## src/rtl/usb_tx_pkg.sv

```systemverilog
// Shared constants and state encoding for the USB transmit bit engine.
// Consumed by usb_tx_bit_encoder and nrzi_encoder_cell.
package usb_tx_pkg;

  // Idle line level: J (D+ high on a full-speed link).
  localparam logic J_LEVEL = 1'b1;

  // EOP is this many SE0 bit times followed by one J bit time.
  localparam int unsigned EOP_SE0_BITS = 2;

  localparam int unsigned DEF_STUFF_LIMIT = 6;
  localparam int unsigned DEF_SYNC_LEN    = 8;

  localparam logic [2:0] ST_IDLE    = 3'd0;
  localparam logic [2:0] ST_SYNC    = 3'd1;
  localparam logic [2:0] ST_DATA    = 3'd2;
  localparam logic [2:0] ST_STUFF   = 3'd3;
  localparam logic [2:0] ST_EOP_SE0 = 3'd4;
  localparam logic [2:0] ST_EOP_J   = 3'd5;

  typedef enum logic [2:0] {
    TX_IDLE    = ST_IDLE,
    TX_SYNC    = ST_SYNC,
    TX_DATA    = ST_DATA,
    TX_STUFF   = ST_STUFF,
    TX_EOP_SE0 = ST_EOP_SE0,
    TX_EOP_J   = ST_EOP_J
  } tx_state_t;

endpackage

```

## src/rtl/nrzi_encoder_cell.sv

```systemverilog
// NRZI line register: a 0 toggles the level, a 1 holds it; updates only on
// bit-time strobes. force_j_i parks the line at J regardless of the bit.
module nrzi_encoder_cell
  import usb_tx_pkg::*;
(
  input  logic clk,
  input  logic nRST,
  input  logic pulse,
  input  logic bit_en_i,
  input  logic bit_i,
  input  logic force_j_i,
  output logic level_o
);

  logic level_q;
  logic level_d;

  always_comb begin
    level_d = level_q;
    if (pulse) begin
      if (force_j_i) begin
        level_d = J_LEVEL;
      end else if (bit_en_i && !bit_i) begin
        level_d = ~level_q;
      end
    end
  end

  always_ff @(posedge clk or negedge nRST) begin
    if (!nRST) begin
      level_q <= J_LEVEL;
    end else begin
      level_q <= level_d;
    end
  end

  assign level_o = level_q;

endmodule

```

## src/rtl/usb_tx_bit_encoder.sv

```systemverilog
// USB transmit bit engine: optional SYNC, bit stuffing, NRZI and EOP.
// Define TX_SYNC_GEN_EN to have the block generate the SYNC field itself.
module usb_tx_bit_encoder
  import usb_tx_pkg::*;
#(
  parameter int unsigned STUFF_LIMIT = DEF_STUFF_LIMIT,
  parameter int unsigned SYNC_LEN    = DEF_SYNC_LEN
) (
  input  logic clk,
  input  logic nRST,
  input  logic pulse,
  input  logic tx_start,
  input  logic tx_bit_valid,
  input  logic tx_bit,
  input  logic tx_last,
  output logic tx_bit_ack,
  output logic encoded_bit,
  output logic se0,
  output logic tx_oe,
  output logic tx_busy,
  output logic tx_underrun
);

  localparam int unsigned OW = $clog2(STUFF_LIMIT + 1);
  localparam int unsigned EW = $clog2(EOP_SE0_BITS + 1);
  localparam logic [OW-1:0] LIMIT_C    = OW'(STUFF_LIMIT);
  localparam logic [EW-1:0] SE0_LAST_C = EW'(EOP_SE0_BITS - 1);

  if (STUFF_LIMIT < 1 || SYNC_LEN < 2) begin : g_param_check
    $error("usb_tx_bit_encoder: STUFF_LIMIT must be >= 1 and SYNC_LEN >= 2");
  end

`ifdef TX_SYNC_GEN_EN
  localparam int unsigned SW = $clog2(SYNC_LEN);
  localparam logic [SW-1:0] SYNC_LAST_C = SW'(SYNC_LEN - 1);
  localparam logic [2:0]    FIRST_ST    = ST_SYNC;
  logic [SW-1:0] sync_cnt_q, sync_cnt_d;
`else
  localparam logic [2:0]    FIRST_ST    = ST_DATA;
`endif

  logic [2:0]    state_q, state_d;
  logic [OW-1:0] ones_cnt_q, ones_cnt_d;
  logic [EW-1:0] eop_cnt_q, eop_cnt_d;
  logic          last_pend_q, last_pend_d;
  logic          se0_q, se0_d;
  logic          oe_q, oe_d;
  logic          underrun_q, underrun_d;

  logic          bit_en;
  logic          line_bit;
  logic          force_j;
  logic [OW-1:0] ones_inc;

  assign ones_inc   = ones_cnt_q + OW'(1);
  assign tx_bit_ack = pulse && (state_q == ST_DATA) && tx_bit_valid &&
                      (ones_cnt_q != LIMIT_C);

  // NOTE: every signal written here gets a default first; a path that
  // forgets one would otherwise infer a latch.
  always_comb begin
    state_d     = state_q;
    ones_cnt_d  = ones_cnt_q;
    eop_cnt_d   = eop_cnt_q;
    last_pend_d = last_pend_q;
    se0_d       = se0_q;
    oe_d        = oe_q;
    underrun_d  = 1'b0;
    bit_en      = 1'b0;
    line_bit    = 1'b1;
    force_j     = 1'b0;
`ifdef TX_SYNC_GEN_EN
    sync_cnt_d  = sync_cnt_q;
`endif

    case (state_q)
      ST_IDLE: begin
        if (tx_start) begin
          state_d = FIRST_ST;
        end
      end

`ifdef TX_SYNC_GEN_EN
      ST_SYNC: begin
        if (pulse) begin
          oe_d       = 1'b1;
          bit_en     = 1'b1;
          line_bit   = (sync_cnt_q == SYNC_LAST_C);
          ones_cnt_d = line_bit ? ones_inc : '0;
          if (sync_cnt_q == SYNC_LAST_C) begin
            sync_cnt_d = '0;
            state_d    = (line_bit && ones_inc == LIMIT_C) ? ST_STUFF : ST_DATA;
          end else begin
            sync_cnt_d = sync_cnt_q + SW'(1);
          end
        end
      end
`endif

      ST_DATA: begin
        if (pulse) begin
          oe_d = 1'b1;
          if (ones_cnt_q == LIMIT_C) begin
            bit_en     = 1'b1;
            line_bit   = 1'b0;
            ones_cnt_d = '0;
          end else if (tx_bit_ack) begin
            bit_en     = 1'b1;
            line_bit   = tx_bit;
            ones_cnt_d = tx_bit ? ones_inc : '0;
            // The last bit may still owe a stuffed zero before EOP.
            if (tx_bit && ones_inc == LIMIT_C) begin
              state_d     = ST_STUFF;
              last_pend_d = tx_last;
            end else if (tx_last) begin
              state_d = ST_EOP_SE0;
            end
          end else begin
            underrun_d = 1'b1;
            state_d    = ST_EOP_SE0;
          end
        end
      end

      ST_STUFF: begin
        if (pulse) begin
          oe_d        = 1'b1;
          bit_en      = 1'b1;
          line_bit    = 1'b0;
          ones_cnt_d  = '0;
          last_pend_d = 1'b0;
          state_d     = last_pend_q ? ST_EOP_SE0 : ST_DATA;
        end
      end

      ST_EOP_SE0: begin
        if (pulse) begin
          oe_d  = 1'b1;
          se0_d = 1'b1;
          if (eop_cnt_q == SE0_LAST_C) begin
            eop_cnt_d = '0;
            state_d   = ST_EOP_J;
          end else begin
            eop_cnt_d = eop_cnt_q + EW'(1);
          end
        end
      end

      ST_EOP_J: begin
        // First strobe drives J, second releases the driver.
        if (pulse) begin
          se0_d = 1'b0;
          if (eop_cnt_q == '0) begin
            oe_d      = 1'b1;
            force_j   = 1'b1;
            eop_cnt_d = EW'(1);
          end else begin
            oe_d       = 1'b0;
            eop_cnt_d  = '0;
            ones_cnt_d = '0;
            state_d    = ST_IDLE;
          end
        end
      end

      default: begin
        state_d = ST_IDLE;
      end
    endcase
  end

  // NOTE: state registers use non-blocking assignments so every flop samples
  // pre-edge values, independent of block ordering.
  always_ff @(posedge clk or negedge nRST) begin
    if (!nRST) begin
      state_q     <= ST_IDLE;
      ones_cnt_q  <= '0;
      eop_cnt_q   <= '0;
      last_pend_q <= 1'b0;
      se0_q       <= 1'b0;
      oe_q        <= 1'b0;
      underrun_q  <= 1'b0;
    end else begin
      state_q     <= state_d;
      ones_cnt_q  <= ones_cnt_d;
      eop_cnt_q   <= eop_cnt_d;
      last_pend_q <= last_pend_d;
      se0_q       <= se0_d;
      oe_q        <= oe_d;
      underrun_q  <= underrun_d;
    end
  end

`ifdef TX_SYNC_GEN_EN
  always_ff @(posedge clk or negedge nRST) begin
    if (!nRST) begin
      sync_cnt_q <= '0;
    end else begin
      sync_cnt_q <= sync_cnt_d;
    end
  end
`endif

  nrzi_encoder_cell u_nrzi (
    .clk       (clk),
    .nRST      (nRST),
    .pulse     (pulse),
    .bit_en_i  (bit_en),
    .bit_i     (line_bit),
    .force_j_i (force_j),
    .level_o   (encoded_bit)
  );

  assign se0         = se0_q;
  assign tx_oe       = oe_q;
  assign tx_busy     = (state_q != ST_IDLE);
  assign tx_underrun = underrun_q;

endmodule
```

## config.mk

```make
export PLATFORM = sky130hd
export DESIGN_NAME = usb_tx_bit_encoder
export DESIGN_NICKNAME = d
export VERILOG_FILES = /design/src/rtl/usb_tx_pkg.sv /design/src/rtl/nrzi_encoder_cell.sv /design/src/rtl/usb_tx_bit_encoder.sv
export SDC_FILE = /design/constraint.sdc
export NUM_CORES = 1
export LEC_CHECK = 0
export CAP_MARGIN = 20
export CORE_MARGIN = 5
export CORE_UTILIZATION = 52
export DETAILED_ROUTE_END_ITERATION = 16
export PLACE_DENSITY = 0.78
export SLEW_MARGIN = 25
export SYNTH_ARGS = -nofsm -noshare
export SYNTH_HDL_FRONTEND = slang
export SYNTH_SLANG_ARGS = --single-unit
```

## constraint.sdc

```tcl
create_clock -name clk -period 2.8 [get_ports clk]
set_clock_uncertainty 0.1 [all_clocks]
set_input_delay 0.56 -clock clk [delete_from_list [all_inputs] [get_ports clk]]
set_output_delay 0.56 -clock clk [all_outputs]
set_load 0.05 [all_outputs]
```

# After elaboration in Yosys (flattened, before gate mapping)
# Index checks and enable logic that the tools add are counted.
classes:
  add_sub_neg: 2
  n_eq_ne: 21
  muxes: 53
  n_bitwise: 1
  n_reduce_logical: 21
op_table:
  columns: ["cell", "count"]
  rows:
  - ["two-way mux 3 bit", 17]
  - ["two-way mux 1 bit", 25]
  - ["inequality test 2 bit, second input constant", 9]
  - ["case mux 3 bit (5 select lines)", 1]
  - ["== test 3 bit, second input constant", 4]
  - ["AND reduction 6 bit", 2]
  - ["case mux 1 bit (2 select lines)", 5]
  - ["case mux 3 bit (3 select lines)", 1]
  - ["AND reduction 9 bit", 1]
  - ["nonzero test 2 bit", 4]
  - ["== test 3 x 2 -> 1 bit, second input constant", 2]
  - ["two-way mux 2 bit", 3]
  - ["AND reduction 3 bit", 2]
  - ["nonzero test 3 bit", 2]
  - ["logical AND 1 bit", 5]
  - ["inequality test 2 x 1 -> 1 bit, second input constant", 2]
  - ["inequality test 4 x 3 -> 1 bit, second input constant", 1]
  - ["case mux 2 bit (2 select lines)", 1]
  - ["adder 3 x 1 -> 3 bit, second input constant", 1]
  - ["logical NOT 3 bit", 1]
  - ["inequality test 3 x 2 -> 1 bit, second input constant", 1]
  - ["inequality test 3 bit, second input constant", 1]
  - ["OR reduction 3 bit", 1]
  - ["adder 2 x 1 -> 2 bit, second input constant", 1]
  - ["5 further kinds", 5]
totals:
  reg_bits: 13
  input_bits: 7
  output_inout_bits: 6
  elab_cells: 106

# Depth between registers and ports, before layout
# Gate-level depths: netlist of run 1.
logic_depth:
  ltp_word: 12
  depth_mapped: 6
  depth_no_buf: 6

# Cells and area by module
# Synthesis of run 1 repeated with hierarchy kept, for this count alone.
unflattened:
  cells_unflattened: 96
  hier_area_um2: 889.6
modules_own_cells:
  columns: ["module", "instances", "cells_each", "area_per_inst_um2", "seq_area_each_um2"]
  rows:
  - ["usb_tx_bit_encoder", 1, 89, 817.0, 300.3]
  - ["nrzi_encoder_cell", 1, 7, 72.6, 26.3]

# Least setup slack after synthesis of run 1
# Ideal clock, no wire load.
synth_path:
  path_kind: "reg2out"
  from: "register ones_cnt_q[0]"
  to: "output port tx_bit_ack"
  arrival_ns: 2.356
  required_time_ns: 2.140
  slack_ns: -0.216
  path_stages_with_launch: 5
  path_buffers: 0
  path_cell_list: "dfrtp_1 > inv_1 > ha_1 > a21o_2 > nor4_1"
synth_via:
  elab_chain_len: 2
synth_lines:
  columns: ["element", "line_no", "rtl"]
  rows:
  - ["start: declaration", "usb_tx_bit_encoder.sv:43", "logic [OW-1:0] ones_cnt_q, ones_cnt_d;"]
  - ["start signal: assignment", "usb_tx_bit_encoder.sv:185", "ones_cnt_q <= ones_cnt_d;"]
  - ["inequality test 3 bit", "usb_tx_bit_encoder.sv:57", "(ones_cnt_q != LIMIT_C);"]
  - ["logical AND 1 bit", "usb_tx_bit_encoder.sv:56", "assign tx_bit_ack = pulse && (state_q == ST_DATA) && tx_bit_valid &&"]
  - ["end: declaration", "usb_tx_bit_encoder.sv:16", "output logic tx_bit_ack,"]
# Every way passes these cells.

# Worst setup path after layout of run 1
layout_path:
  from: "register state_q[2]"
  to: "output port tx_busy"
layout_via:
  elab_chain_len: 1
layout_lines:
  columns: ["element", "line_no", "rtl"]
  rows:
  - ["start: declaration", "usb_tx_bit_encoder.sv:42", "logic [2:0] state_q, state_d;"]
  - ["start signal: assignment", "usb_tx_bit_encoder.sv:184", "state_q <= state_d;"]
  - ["nonzero test 3 bit", "usb_tx_bit_encoder.sv:216", "assign tx_busy = (state_q != ST_IDLE);"]
  - ["end: declaration", "usb_tx_bit_encoder.sv:20", "output logic tx_busy,"]
# Every way passes these cells.

==> qor.txt, run 1 <==
status - finished clean
Slew HR - 60.95%
Worst Hold Class - flip-flop to flip-flop
first-pass GRT wire length - 3056 um
Final Wtd Congestion - 0.8611
CTS tree - yes
maxcap violations - 0
clock latency on the worst-skew pair - 0.28 ns
Setup Total Neg Slack - 0 ns
Critical Path Fanout Max - 14
fin crit share - 91.95%
clock transition at the registers of the reported paths - 0.07 ns
CTS max path bufs - 2
area share of the largest cell type after synthesis - 34.53%
layout cells sized above 1 - 13.46%
initial antenna violation count - 0
leakage power - 0.4512 nW
# port buffers - 12
Least-Margin Pin Slew - 0.5839 ns
H-tree depth - 1
antenna-violating nets left - 0
# diodes - 0
minimum clock period - 2.574 ns
Non-Filler Instances - 120
I/O Pins - 13
post-synthesis cell area - 869.6 um2
EDFF count, synth - 0
asr flop ratio synth - 100.0%
largest net degree at the start of global routing - 16
Clock Sinks - 13
drt drc - 0
die span in y - 50.90 um
ranking of synthesized cells by area - dfrtp_1 (35%), ha_1 (4.3%), mux2i_1 (3.5%), o21ai_0 (3.5%), inv_1 (3.5%)
hold_buf cts - 0
die area - 2590 um2
vias in the first global route - 688
CP Launch Type - flip-flop
R2R cell count - 6
hold endpoint - se0$_DFFE_PN0P_
Yosys reg bits - 13
CTS Buf Count - 3
commonest non-fill, non-tap cells in the layout - dfrtp_1 (12), clkdlybuf4s50_1 (11), inv_1 (8), nand2_1 (8), o21ai_0 (6)
Via-to-Cell Ratio - 6.108
Worst EP required - 2.14 ns
prevailing post-synth register cell - dfrtp_1
CP arrival - 1.91 ns
Post-DP HPWL - 1313 um
dpl ws - 0.3224 ns
Final #Nets - 115
hold wc startpoint - se0$_DFFE_PN0P_
Worst setup EP type - output port
Die Wd - 50.90 um
Synth Warn # - 0
GRT Resource Usage Total - 15.33%
drt total wl - 1786 um
Initial DRC Count - 10
gr ovfl total - 0
row count - 14
Placed Cells - 116
# setup viols final - 0
top cell type by total area after synthesis - dfrtp_1
Fin. Hold Viols - 0
commonest non-fill, non-tap cell in the layout - dfrtp_1
root buf cell - clkbuf_4
post-CTS setup buffer count - 0
Hold Path Depth - 2
setup slack, reg-to-reg - 0.64 ns
drt pass-1 iters - 4
sequential share of the synthesized area - 37.55%
fin. max-slew vios - 0
post-CTS sizing - 0
syn_area_per_cell - 9.556 um2
Yosys cell types - 40
Cells after Synth - 91
reg2reg end - last_pend_q$_DFFE_PN0P_
PD cells - 995.7 nW/um2
Area Overhead vs Synth - 18.85%
core area - 1541 um2
via count - 733
Avg WL per Cell - 14.88 um
Reg2Reg Launch Point - ones_cnt_q[0]$_DFFE_PN0P_
crit path kind - flip-flop to output port
RSZ-0062 raised after global routing - false
Achievable Freq - 388.4 MHz
Initial Utilization - 56.41%
post-synthesis net count - 101
Worst IR Drop VDD - 0.5466 mV
crit path setup slack, layout - 0.2255 ns
## sequential cells by signal (all words and copies together), names as in the netlist
name	cells
se0	1
ones_cnt_q	3
u_nrzi.level_o	1
state_q	3
tx_underrun	1
last_pend_q	1
eop_cnt_q	2
tx_oe	1
## cell families (layout without fill, tap and decap cells)
family,count (synthesis),after routing,synth area share [%]
buffers and inverters,12,25,6.474
muxes,4,4,4.748
and+or+nand+nor,27,27,18.13
AOI/OAI and AO/OA,30,30,26.76
DFF,13,13,37.55
xor gates and xnor gates,2,2,2.015
adders and majority gates,3,3,4.317
## through the flow
stage,cell area (um2),hold WS (ns),util [%],total power [mW]
6_report,1033,0.3992,67.05,1.029
5_1_grt,1033,0.4534,67.05,1.104
4_1_cts,1033,0.4098,67.05,1.035
3_5_place_dp,1007,0.3906,65.34,0.9089
3_3_place_gp,1007,0.3731,65.34,0.8946
2_1_floorplan,875.8,0.1644,-,0.7684
## layout make-up
type,count,area (um2)
flip-flops and latches,13,326.6
clock buffers,4,26.28
well taps,16,20.02
repair buffers,13,137.6
fillers,124,508.0
multi-input cells,66,493.0
inverters,8,30.03
## worst max-delay path by stage
stage,start,endpoint,cells after the start
finish,state_q[2]$_DFFE_PN0P_,tx_busy,2
global route,state_q[2]$_DFFE_PN0P_,tx_busy,2
global placement,pulse,tx_bit_ack,4
detailed placement,pulse,tx_bit_ack,4
CTS,state_q[2]$_DFFE_PN0P_,tx_busy,2
floorplan,ones_cnt_q[0]$_DFFE_PN0P_,tx_bit_ack,4
## where the power goes
group          switching (mW)  internal, mW  leakage [nW]  total [mW]
Clock                  0.0628        0.0553        0.0150       0.118
Combinational           0.322         0.231         0.278       0.553
Sequential             0.0963         0.262         0.158       0.358
## worst max-delay path, cell delays in order, from the launching register on
cell and delay [ns]:
dfrtp_1 0.52, or3_1 0.41, clkdlybuf4s50_1 0.70
## routing by layer
| metal | track usage, % | share of wire (%) | up-vias |
|---|---|---|---|
| met2 | 23.55 | 47 | 22 |
| met4 | 4.681 | 1.3 | 0 |
| met3 | 5.814 | 6.7 | 4 |
| met5 | 0 | 0 | - |
| li1 | - | - | 361 |
| met1 | 19.93 | 45 | 346 |
## Yosys cell counts (all sizes together) (2+ instances only)
cell type and n:
a21oi 4, o21a 3, clkbuf 4, a21o 3, o32ai 2, nor2b 2, or3b 2, o31ai 2
and2 2, inv 8, mux2i 3, a2111oi 2, xor2 2, a211oi 2, nand3 2, ha 3
nor2 4, dfrtp 12, nand2 8, o21ai 6
(Power assumes the default switching activity.)
==> run 2, diff against run 1 <==
--- a/config.mk
+++ b/config.mk
@@ -7,9 +7,9 @@
 export LEC_CHECK = 0
 export CAP_MARGIN = 20
 export CORE_MARGIN = 5
-export CORE_UTILIZATION = 52
+export CORE_UTILIZATION = 45
 export DETAILED_ROUTE_END_ITERATION = 16
-export PLACE_DENSITY = 0.78
+export PLACE_DENSITY = 0.69
 export SLEW_MARGIN = 25
 export SYNTH_ARGS = -nofsm -noshare
 export SYNTH_HDL_FRONTEND = slang
==> qor.txt, run 2 (synthesis results as in run 1) <==
Post-DP HPWL - 1393 um
crit path kind - flip-flop to output port
maxcap violations - 0
Final Wtd Congestion - 0.7987
die span in y - 53.96 um
GRT Resource Usage Total - 16.00%
# diodes - 0
die area - 2912 um2
Int Pwr - 554.9 uW
Worst IR Drop VDD - 0.5267 mV
Die Wd - 53.96 um
sw frac - 46.56%
# setup viols final - 0
top flop regs - ones_cnt_q: 3 flops, state_q: 3 flops, eop_cnt_q: 2 flops
drt pass-1 iters - 4
CP Launch Type - flip-flop
hold wc startpoint - se0$_DFFE_PN0P_
hold_buf cts - 0
minimum clock period - 2.577 ns
# port buffers - 12
Switch Pwr - 483.5 uW
Initial Utilization - 45.72%
Clk network pwr share - 11.4%
largest net degree at the start of global routing - 16
post-CTS setup buffer count - 0
status - finished clean
Initial DRC Count - 23
leakage power - 0.4590 nW
clock latency on the worst-skew pair - 0.28 ns
Comb power frac - 56.1%
Crit. Startpoint - state_q[2]$_DFFE_PN0P_
Slew HR - 60.72%
fin crit share - 92.02%
via count - 746
clock transition at the registers of the reported paths - 0.08 ns
crit path setup slack, layout - 0.2235 ns
initial antenna violation count - 0
CP arrival - 1.92 ns
first-pass GRT wire length - 3263 um
Worst EP required - 2.14 ns
register area - 326.6 um2
Setup Total Neg Slack - 0 ns
vias in the first global route - 736
Filler cells - 174
Placed Cells - 128
root buf cell - clkbuf_4
Reg2Reg Launch Point - ones_cnt_q[0]$_DFFE_PN0P_
drt total wl - 1851 um
gr ovfl total - 0
Achievable Freq - 388.1 MHz
I/O Pins - 13
Least-Margin Pin Slew - 0.5873 ns
Worst setup EP type - output port
CTS Buf Count - 3
post-CTS sizing - 0
Fin. Hold Viols - 0
RSZ-0062 raised after global routing - false
CTS tree - yes
Final #Nets - 116
CTS max path bufs - 2
layout cells sized above 1 - 15.24%
Avg WL per Cell - 14.02 um
Critical Path Fanout Max - 14
Flop pwr share - 32.5%
core area - 1902 um2
commonest non-fill, non-tap cells in the layout - dfrtp_1 (12), clkdlybuf4s50_1 (11), inv_1 (8), nand2_1 (8), o21ai_0 (6)
Clock Sinks - 13
commonest non-fill, non-tap cell in the layout - dfrtp_1
Worst Hold Class - flip-flop to flip-flop
dpl ws - 0.3045 ns
Via-to-Cell Ratio - 5.652
row count - 16
Area Overhead vs Synth - 21.44%
area of the multi-input gates - 493.0 um2
drt drc - 0
fin. max-slew vios - 0
PD cells - 983.4 nW/um2
H-tree depth - 1
antenna-violating nets left - 0
Non-Filler Instances - 132
[run 2: worst paths after layout]
check / endpoint / depth (start not counted) / slack (ns)
min reg2reg: se0$_DFFE_PN0P_ / 2 / 0.40
min in group asynchronous: last_pend_q$_DFFE_PN0P_ / 1 / 0.54
max: tx_busy / 2 / 0.22
min: se0$_DFFE_PN0P_ / 2 / 0.40
max reg2reg: last_pend_q$_DFFE_PN0P_ / 6 / 0.62
max in group asynchronous: state_q[2]$_DFFE_PN0P_ / 1 / 1.67
[run 2: critical path, cell delays in order, from the launching register on]
cell and delay, ns:
dfrtp_1 0.52, or3_1 0.42, clkdlybuf4s50_1 0.70
[run 2: layout make-up]
type | count | share of cell area (%)
Multi-Input combinational cell | 66 | 46.68
Clock buffer | 3 | 2.133
Tap cell | 27 | 3.199
Clock inverter | 1 | 0.4739
Inverter | 8 | 2.844
Timing Repair Buffer | 14 | 13.74
Sequential cell | 13 | 30.92
[run 2: layer usage]
metal | GRT usage, % | part of all wire, %
met3 | 6.094 | 7.7
met5 | 0 | 0
met4 | 7.660 | 1.7
met1 | 18.10 | 43
met2 | 26.21 | 48
[run 2: through the flow]
stage / area [um2] / total power, mW / utilization [%] / hold slack, ns
finish: 1056 / 1.038 / 55.53 / 0.3981
global route: 1056 / 1.125 / 55.53 / 0.4623
CTS: 1056 / 1.047 / 55.53 / 0.4033
detailed placement: 1028 / 0.9234 / 54.08 / 0.3786
global placement: 1028 / 0.9093 / 54.08 / 0.3753
floorplan: 875.8 / 0.7684 / - / 0.1644
[run 2: power groups by stage]
| stage | clock network (mW) | logic, mW | registers, mW |
|---|---|---|---|
| after floorplan | 0 | 0.373 | 0.395 |
| after global placement | 0 | 0.573 | 0.336 |
| after detailed placement | 0 | 0.582 | 0.341 |
| after CTS | 0.123 | 0.586 | 0.338 |
| after global routing | 0.132 | 0.639 | 0.354 |
| final | 0.118 | 0.583 | 0.337 |
